$ cat src/rtl/fft_run_ctrl.sv
// fft_run_ctrl: run-and-readback controller for top_fft.
// Pulses fft_start, measures FFT latency with a timeout, then reads all
// N_SAMPLES result words through a credit-limited read pipeline into a small
// FIFO and streams them out over valid/ready.
// Optional build macro: BITREV_EN (read RAM in bit-reversed address order,
// still reporting natural bin indices on out_index).
module fft_run_ctrl #(
  parameter int          N_SAMPLES      = 8,
  parameter int          DATA_WIDTH     = 16,
  parameter int          RD_LATENCY     = 2,
  parameter int unsigned TIMEOUT_CYCLES = 1000000
) (
  input  logic                          clk,
  input  logic                          rst_n,
  input  logic                          go,
  output logic                          busy,
  output logic                          fft_start,
  input  logic                          fft_finish,
  output logic [$clog2(N_SAMPLES)-1:0]  mem_addr,
  output logic                          mem_rd_en,
  input  logic [2*DATA_WIDTH-1:0]       mem_rdata,
  output logic                          out_valid,
  input  logic                          out_ready,
  output logic [2*DATA_WIDTH-1:0]       out_data,
  output logic [$clog2(N_SAMPLES)-1:0]  out_index,
  output logic                          out_last,
  output logic [31:0]                   cycle_count,
  output logic                          timeout,
  output logic                          done
);

  localparam int AW    = $clog2(N_SAMPLES);
  localparam int WW    = 2 * DATA_WIDTH;
  localparam int DEPTH = RD_LATENCY + 1;
  localparam int PW    = $clog2(DEPTH);
  localparam int CW    = $clog2(DEPTH + 1);
  localparam int IW    = AW + 1;

  localparam logic [31:0] TO_LAST = 32'(TIMEOUT_CYCLES - 1);
  localparam logic [31:0] TO_FULL = 32'(TIMEOUT_CYCLES);

  localparam logic [2:0] S_IDLE  = 3'd0;
  localparam logic [2:0] S_START = 3'd1;
  localparam logic [2:0] S_RUN   = 3'd2;
  localparam logic [2:0] S_READ  = 3'd3;
  localparam logic [2:0] S_DONE  = 3'd4;

  // Control state
  logic [2:0]  state_q, state_d;
  logic [31:0] cycle_count_q, cycle_count_d;
  logic        timeout_q, timeout_d;
  logic [IW-1:0] issue_q, issue_d;

  // Read pipeline: one valid bit and bin index per cycle of RAM latency
  logic [RD_LATENCY-1:0]         pipe_v_q, pipe_v_d;
  logic [RD_LATENCY-1:0][AW-1:0] pipe_idx_q, pipe_idx_d;

  // Output FIFO
  logic [WW-1:0] fifo_data_mem [DEPTH];
  logic [AW-1:0] fifo_idx_mem  [DEPTH];
  logic [PW-1:0] wr_ptr_q, wr_ptr_d;
  logic [PW-1:0] rd_ptr_q, rd_ptr_d;
  logic [CW-1:0] count_q, count_d;

  logic          push;
  logic          pop;
  logic [CW:0]   in_flight;
  logic [CW:0]   credit_used;
  logic [AW-1:0] head_idx;

  function automatic logic [PW-1:0] ptr_inc(input logic [PW-1:0] p);
    return (p == PW'(DEPTH - 1)) ? '0 : p + PW'(1);
  endfunction

  // Credit bookkeeping and issue decision. A pop in the same cycle frees its
  // slot immediately, which is what sustains one word per cycle with a FIFO
  // only RD_LATENCY+1 deep; buffered plus in-flight never exceeds DEPTH.
  always_comb begin
    in_flight = '0;
    for (int i = 0; i < RD_LATENCY; i++) begin
      in_flight = in_flight + (CW + 1)'(pipe_v_q[i]);
    end
    push        = pipe_v_q[RD_LATENCY-1];
    out_valid   = (count_q != '0);
    pop         = out_valid & out_ready;
    head_idx    = fifo_idx_mem[rd_ptr_q];
    credit_used = (CW + 1)'(count_q) + in_flight - (CW + 1)'(pop);
    mem_rd_en   = (state_q == S_READ) && (issue_q < IW'(N_SAMPLES)) &&
                  (credit_used < (CW + 1)'(DEPTH));
  end

  // Head-of-FIFO presentation; masked to zero while nothing is buffered.
  always_comb begin
    out_data  = out_valid ? fifo_data_mem[rd_ptr_q] : '0;
    out_index = out_valid ? head_idx : '0;
    out_last  = out_valid && (head_idx == AW'(N_SAMPLES - 1));
  end

`ifdef BITREV_EN
  function automatic logic [AW-1:0] bit_reverse(input logic [AW-1:0] a);
    logic [AW-1:0] r;
    for (int i = 0; i < AW; i++) begin
      r[i] = a[AW-1-i];
    end
    return r;
  endfunction

  assign mem_addr = bit_reverse(issue_q[AW-1:0]);
`else
  assign mem_addr = issue_q[AW-1:0];
`endif

  assign busy        = (state_q != S_IDLE);
  assign fft_start   = (state_q == S_START);
  assign done        = (state_q == S_DONE);
  assign cycle_count = cycle_count_q;
  assign timeout     = timeout_q;

  // Run sequencing: start pulse, latency count / timeout, readback, done.
  always_comb begin
    // NOTE: every _d gets its hold value first so no branch leaves it unassigned (no latch).
    state_d       = state_q;
    cycle_count_d = cycle_count_q;
    timeout_d     = timeout_q;
    issue_d       = issue_q;
    case (state_q)
      S_IDLE: begin
        if (go) state_d = S_START;
      end
      S_START: begin
        cycle_count_d = '0;
        timeout_d     = 1'b0;
        issue_d       = '0;
        state_d       = S_RUN;
      end
      S_RUN: begin
        if (fft_finish) begin
          state_d = S_READ;
        end else if (cycle_count_q == TO_LAST) begin
          timeout_d     = 1'b1;
          cycle_count_d = TO_FULL;
          state_d       = S_DONE;
        end else begin
          cycle_count_d = cycle_count_q + 32'd1;
        end
      end
      S_READ: begin
        if (mem_rd_en) issue_d = issue_q + IW'(1);
        if (pop && out_last) state_d = S_DONE;
      end
      S_DONE: begin
        state_d = S_IDLE;
      end
      default: begin
        state_d = S_IDLE;
      end
    endcase
  end

  // Read-latency shift pipeline and FIFO pointer/occupancy updates.
  always_comb begin
    pipe_v_d      = '0;
    pipe_idx_d    = '0;
    pipe_v_d[0]   = mem_rd_en;
    pipe_idx_d[0] = issue_q[AW-1:0];
    for (int i = 1; i < RD_LATENCY; i++) begin
      pipe_v_d[i]   = pipe_v_q[i-1];
      pipe_idx_d[i] = pipe_idx_q[i-1];
    end
    wr_ptr_d = push ? ptr_inc(wr_ptr_q) : wr_ptr_q;
    rd_ptr_d = pop  ? ptr_inc(rd_ptr_q) : rd_ptr_q;
    count_d  = count_q + CW'(push) - CW'(pop);
  end

  // State registers; reset also flushes every in-flight read.
  always_ff @(posedge clk or negedge rst_n) begin
    // NOTE: non-blocking so every flop samples pre-edge values together.
    if (!rst_n) begin
      state_q       <= S_IDLE;
      cycle_count_q <= '0;
      timeout_q     <= 1'b0;
      issue_q       <= '0;
      pipe_v_q      <= '0;
      pipe_idx_q    <= '0;
      wr_ptr_q      <= '0;
      rd_ptr_q      <= '0;
      count_q       <= '0;
    end else begin
      state_q       <= state_d;
      cycle_count_q <= cycle_count_d;
      timeout_q     <= timeout_d;
      issue_q       <= issue_d;
      pipe_v_q      <= pipe_v_d;
      pipe_idx_q    <= pipe_idx_d;
      wr_ptr_q      <= wr_ptr_d;
      rd_ptr_q      <= rd_ptr_d;
      count_q       <= count_d;
    end
  end

  // FIFO storage: captures RAM data with its bin index as the pipeline drains.
  always_ff @(posedge clk) begin
    // NOTE: storage is not reset; the outputs are masked whenever the FIFO is empty.
    if (push) begin
      fifo_data_mem[wr_ptr_q] <= mem_rdata;
      fifo_idx_mem[wr_ptr_q]  <= pipe_idx_q[RD_LATENCY-1];
    end
  end

endmodule

$ cat config.mk
export PLATFORM = sky130hd
export DESIGN_NAME = fft_run_ctrl
export DESIGN_NICKNAME = d
export VERILOG_FILES = /design/src/rtl/fft_run_ctrl.sv
export SDC_FILE = /design/constraint.sdc
export NUM_CORES = 1
export LEC_CHECK = 0
export ABC_CLOCK_PERIOD_IN_PS = 3450
export BUFFER_PORTS_ARGS = -buffer_cell sky130_fd_sc_hd__buf_4
export CAP_MARGIN = 20
export CORE_ASPECT_RATIO = 1.2
export CORE_MARGIN = 2
export CORE_UTILIZATION = 51
export CTS_BUF_LIST = sky130_fd_sc_hd__clkbuf_16
export CTS_CLUSTER_DIAMETER = 50
export DETAILED_ROUTE_END_ITERATION = 16
export GPL_TIMING_DRIVEN = 1
export PLACE_DENSITY = 0.76
export SLEW_MARGIN = 20
export SYNTH_ARGS = -nofsm -noshare
export SYNTH_HDL_FRONTEND = slang
export SYNTH_SLANG_ARGS = --single-unit
$ cat constraint.sdc
create_clock -name clk -period 3.45 [get_ports clk]
set_input_delay 0.345 -clock clk [delete_from_list [all_inputs] [get_ports clk]]
set_output_delay 0.345 -clock clk [all_outputs]
set_load 0.02 [all_outputs]
Word level (Yosys, flattened, before mapping):

Memory sizes are Yosys's and may differ from the RTL's.
Index checks and enable logic that the tools add are counted.

* bits in registers: 54
* logic and storage cells: 70
* output and inout bits: 77
* input bits: 37
* RAM bits: 105
* memories kept: 2

* equal/unequal tests: 14
* reductions and logical operators: 13
* add/sub/neg operators: 9
* mux-type cells: 19
* bitwise gates (word level): 1
* magnitude comparators: 2

Memory list
* fifo_data_mem: depth 3, width 32, rd ports 1, clocked after Yosys merged registers in 0, wr ports 1, line 59 `logic [WW-1:0] fifo_data_mem [DEPTH];`
* fifo_idx_mem: depth 3, width 3, rd ports 1, clocked after Yosys merged registers in 0, wr ports 1, line 60 `logic [AW-1:0] fifo_idx_mem [DEPTH];`

Operators with widths (number)
* $mux W32: 3
* $pmux W32 S2: 1
* $add A32 B1 Y32 const B: 1
* $eq A32 B20 Y1 const B: 1
* $mux W3: 5
* $pmux W3 S4: 1
* $ne A2 B2 Y1 const B: 4
* $pmux W4 S2: 1
* $eq A3 B2 Y1 const B: 2
* $eq A3 B3 Y1 const B: 2
* $reduce_and A3 Y1: 2
* $reduce_bool A2 Y1: 3
* $add A2 B1 Y2 const B: 2
* $add A4 B1 Y4 const B: 1
* $eq A2 B2 Y1 const B: 2
* $logic_and A1 B1 Y1: 4
* $lt A4 B4 Y1 const B: 1
* $mux W1: 4
* $mux W2: 2
* $mux W4: 1
* $reduce_and A2 Y1: 2
* $add A2 B2 Y3: 1
* $eq A3 B1 Y1 const B: 1
* $logic_not A3 Y1: 1
* 10 further kinds: 10

Logic depth before layout (Yosys ltp):

* depth after elaboration: 7
* depth in mapped cells: 13

Worst setup path after synthesis:

OpenSTA, ideal clock, no wires.

* kind: register -> register
* start: register count_q[1]
* end: register issue_q[2]
* stages on the path, launching flop included: 14
* data arrival time: 3529 ps
* path buffers: 0
* setup slack: -208 ps
* path through: dfrtp_1 nor2_1 inv_1 nand2_1 inv_1 ha_1 fa_1 inv_1 fa_1 nor2b_1 nor4b_2 nand2_1 xor2_1 nor2_1

* word-level cells in the longest chain between the ends: 7
* elaborated cells on any way between the ends: 8
* those cells by class: add/sub: 2; order compare: 1; eq/ne: 1; bitwise: 1; reduce/logical: 3

Ends and longest elaborated chain
* start, declared: line 63 `logic [CW-1:0] count_q, count_d;`
* start signal, assigned: line 197 `count_q <= count_d;`
* $reduce_bool A2 Y1: line 84 `out_valid = (count_q != '0);`
* via out_valid: line 22 `output logic out_valid,`
* $and A1 B1 Y1: line 85 `pop = out_valid & out_ready;`
* via pop: line 66 `logic pop;`
* $sub A3 B1 Y3: line 87 `credit_used = (CW + 1)'(count_q) + in_flight - (CW + 1)'(pop);`
* $lt A3 B2 Y1: line 89 `(credit_used < (CW + 1)'(DEPTH));`
* $logic_and A1 B1 Y1: line 88 `mem_rd_en = (state_q == S_READ) && (issue_q < IW'(N_SAMPLES)) &&`
* via mem_rd_en: line 20 `output logic mem_rd_en,`
* $ne A2 B2 Y1 (no source line)
* $reduce_and A2 Y1 (no source line)
* end signal, assigned: line 192 `issue_q <= issue_d;`
* end, declared: line 52 `logic [IW-1:0] issue_q, issue_d;`

The timed path passes the listed nets, and every way through them passes these cells.
A chain may end at the register's enable or synchronous reset.

Final worst setup path:

* start: register count_q[1]
* end: output port mem_rd_en

* word-level cells in the longest chain between the ends: 5
* elaborated cells on any way between the ends: 6
* those cells by class: add/sub: 2; order compare: 1; bitwise: 1; reduce/logical: 2

Ends and longest elaborated chain (line)
* $reduce_bool A2 Y1: 84
* $and A1 B1 Y1: 85
* via pop: 66
* $sub A3 B1 Y3: 87
* $lt A3 B2 Y1: 89
* $logic_and A1 B1 Y1: 88
* end, declared: 20

The timed path passes the listed nets, and every way through them passes these cells.

==> flow_summary.ini <==
[final_layout]
utilization = 0.648
layout-drive-gt1-share = 0.266
final-instance-count-excl-fill = 841
fillCellCount = 1014
flow.area_growth_from_synthesis_pct = 24.6
antenna_diodes = 0
layout.nets = 704

[synth]
postSynthNetCount = 588
ys.flop_type = edfxtp_1
synth_top_cell_area_share = 0.462
synth.ff_latch_count = 159
synth-warning-count = 0
post_synth_num_cell_types = 51
synthCells = 544
syn_area_um2 = 6830
synth_edf_count = 105
synth_async_sr_flop_share = 0.340
area_contributors_post_synth = edfxtp_1 46%, dfrtp_1 20%, mux2i_1 5.9%
syn-mean-instance-area_um2 = 12.6
library_cell_occupying_the_most_area_in_the_post_synthesis_netlist = edfxtp_1
synth_sequential_area_ratio = 0.660

[route]
vias = 4755
drt-vias-per-instance = 5.65
detail_route.wl_per_cell_um = 17.2
routed_wire_length_um = 14500
drt_pre_antenna_iters = 5
route.detailed.drc = 0
detailedRoute.firstIterationViolations = 316
detail-route-antenna-nets = 0

[grt]
grt_antenna_before_repair = 0
grt_pass1_wl_um = 22700
grt_overflow_total = 0
vias_in_the_first_global_route = 4627
largest_net_degree_at_the_start_of_global_routing = 55
gr-usage-all-layers = 0.208

[placed_design]
place.port_buffers = 113
dp_hpwl_um = 9630
placed_cells_incl_taps = 805
globalplace.congestion = 0.852

[sta]
report.final.setup_viol = 0
worst_clock_skew_ps = 8.27
final_min_period_over_clock_period = 0.959
period_minus_slack_ps = 3310
fin_worst_hold_slack_ps = 120
timing.max_slew.rel_slack = 0.451
worst_slew_pin_slew_ps = 817
achievable-frequency_ghz = 0.302
report.final.hold_viol_count = 0
grt_setup_unrepaired = no
final.setup.tns_ps = 0
timing_max_transition_violations_final = 0

[die]
floorplan.die_area_um2 = 14300
starting_density = 0.520
io-pin-count = 114
die_w_um = 110
core_area_um2 = 13100
rows = 46
die_height_um = 131

[worst_setup_path]
crit_path_start_kind = register
worstSetupEndpointType = output port
worst-setup-path-type = reg -> out
worst-endpoint-required_ps = 3110
arrival_time_reported_for_the_critical_path_endpoint_ps = 2960
crit_path_max_fanout = 5

[clock_network]
cts-htree-levels = 4
cts-buffers-inserted = 17
cts_tree = yes
cts.sinks = 159
clock_tree.buffer_depth = 2
clk_root_buffer_cell = clkbuf_16
clkLatencyLatePin_ps = 410
clk_pin_slew_ps = 60

[power_and_ir_drop]
power_switching_mw = 2.41
power_frac_comb = 0.354
relative_contribution_of_the_clock_network_to_total_power = 0.271
cellLeakagePower_nw = 3.50
switching_share = 0.359
vdd.ir_drop.worst_v = 0.000452
power_frac_seq = 0.375
p_per_area_nw_per_um2 = 790
internal_power_mw = 4.31

[worst_hold_path]
hold_path_class = in -> reg

[status]
run_status = completed

[flow_run]
max_cap_viol_count = 0
[metal layers]
metal	global-route usage	share of wire	vias to the layer above
li1	-	-	2212
met1	0.248	0.40	2343
met2	0.355	0.50	178
met3	0.0590	0.072	22
met4	0.0864	0.019	0
met5	0	0	-
[cells in the mapped netlist, drive strengths merged (3+ instances only)]
library cell,instances
nand2,22
nor2,102
a31oi,8
or3,3
xor2,8
mux2i,40
xnor2,12
and4,3
nor3,10
o21ai,12
a41oi,3
dfrtp,54
nand4,11
a21oi,37
ha,5
or3b,4
buf,14
nand3,16
inv,13
nor4b,4
and3,7
or4b,3
edfxtp,105
clkbuf,15
nor4,10
[final cells by class]
type / count / area (um^2) / area share
sequential: 159 / 4510 / 0.530
inverter: 13 / 48.8 / 0.00573
clock inverter: 15 / 159 / 0.0187
clock buffer: 17 / 425 / 0.0500
timing repair buffer: 126 / 968 / 0.114
tap: 168 / 210 / 0.0247
multi-input combinational: 343 / 2190 / 0.257
[layout by cell type (no fill, tap or decap), types with 16 or more instances in the layout]
| master | count |
|---|---|
| a21oi_1 | 37 |
| nand2_1 | 21 |
| nor2_1 | 99 |
| buf_4 | 124 |
| dfrtp_1 | 51 |
| nand3_1 | 16 |
| clkbuf_16 | 17 |
| edfxtp_1 | 105 |
| mux2i_1 | 40 |
[worst max-delay path, stage by stage, from the launching register on]
cell and delay [ps]:
dfrtp_2 430, nor2_4 110, inv_1 70, nand2_2 90, inv_1 70, ha_1 290
fa_2 340, inv_2 60, fa_1 410, nor2b_2 180, nor4b_4 310, buf_4 190
[state kept, by name, summed over array words and instances (netlist names), 2 cells and up]
signal	flops
rd_ptr_q	2
fifo_idx_mem	9
fifo_data_mem	96
issue_q	4
wr_ptr_q	2
pipe_idx_q	3
pipe_v_q	2
count_q	2
pipe_idx_d	3
state_q	3
cycle_count	32
[power by group through the flow]
stage	combinational (mW)	sequential [mW]	clock, mW
6_report	2.38	2.52	1.82
5_1_grt	2.59	2.55	1.94
4_1_cts	2.36	2.53	1.85
3_5_place_dp	2.35	2.56	0
3_3_place_gp	2.30	2.55	0
2_1_floorplan	1.61	2.42	0
[through the flow]
step	instance area [um^2]	worst slack, ps	total power, mW
4_1_cts	8460	8.06	6.74
2_1_floorplan	6840	14.5	4.03
5_1_grt	8510	0.527	7.08
3_3_place_gp	7860	524	4.85
6_report	8510	140	6.72
3_5_place_dp	7860	428	4.91
[logic make-up (layout without fill, tap and decap cells)]
kind of cell / after synthesis / in the layout / synth area share
buf+inv: 42 / 171 / 0.0267
xor+xnor: 20 / 20 / 0.0257
fa+ha+maj: 7 / 7 / 0.0150
flops: 159 / 159 / 0.660
compound gates: 71 / 71 / 0.0627
mux: 41 / 41 / 0.0603
simple gates: 204 / 204 / 0.150
[path summary, 6_finish.rpt]
kind / to / start / slack (ps) / depth (start not counted)
hold / removal: fifo_data_mem[2][5] / mem_rdata[5] / 120 / 1
hold reg to reg: pipe_idx_q[5] / pipe_idx_d[5] / 350 / 0
min in group asynchronous: cycle_count[23] / rst_n / 520 / 2
max in group asynchronous: rd_ptr_q[1] / rst_n / 2410 / 2
setup / recovery: mem_rd_en / count_q[1] / 140 / 11
setup reg to reg: issue_q[2] / count_q[1] / 460 / 15
[timing repair]
action                     CTS  global route
hold buffers                 1             0
setup buffers                0             2
pin swaps                    0             2
hold endpoints to repair    27             0
gates resized for setup      1             4
setup endpoints to repair    1             1
cloned                       0             0
Note: power is estimated with default switching activity, not from simulation.
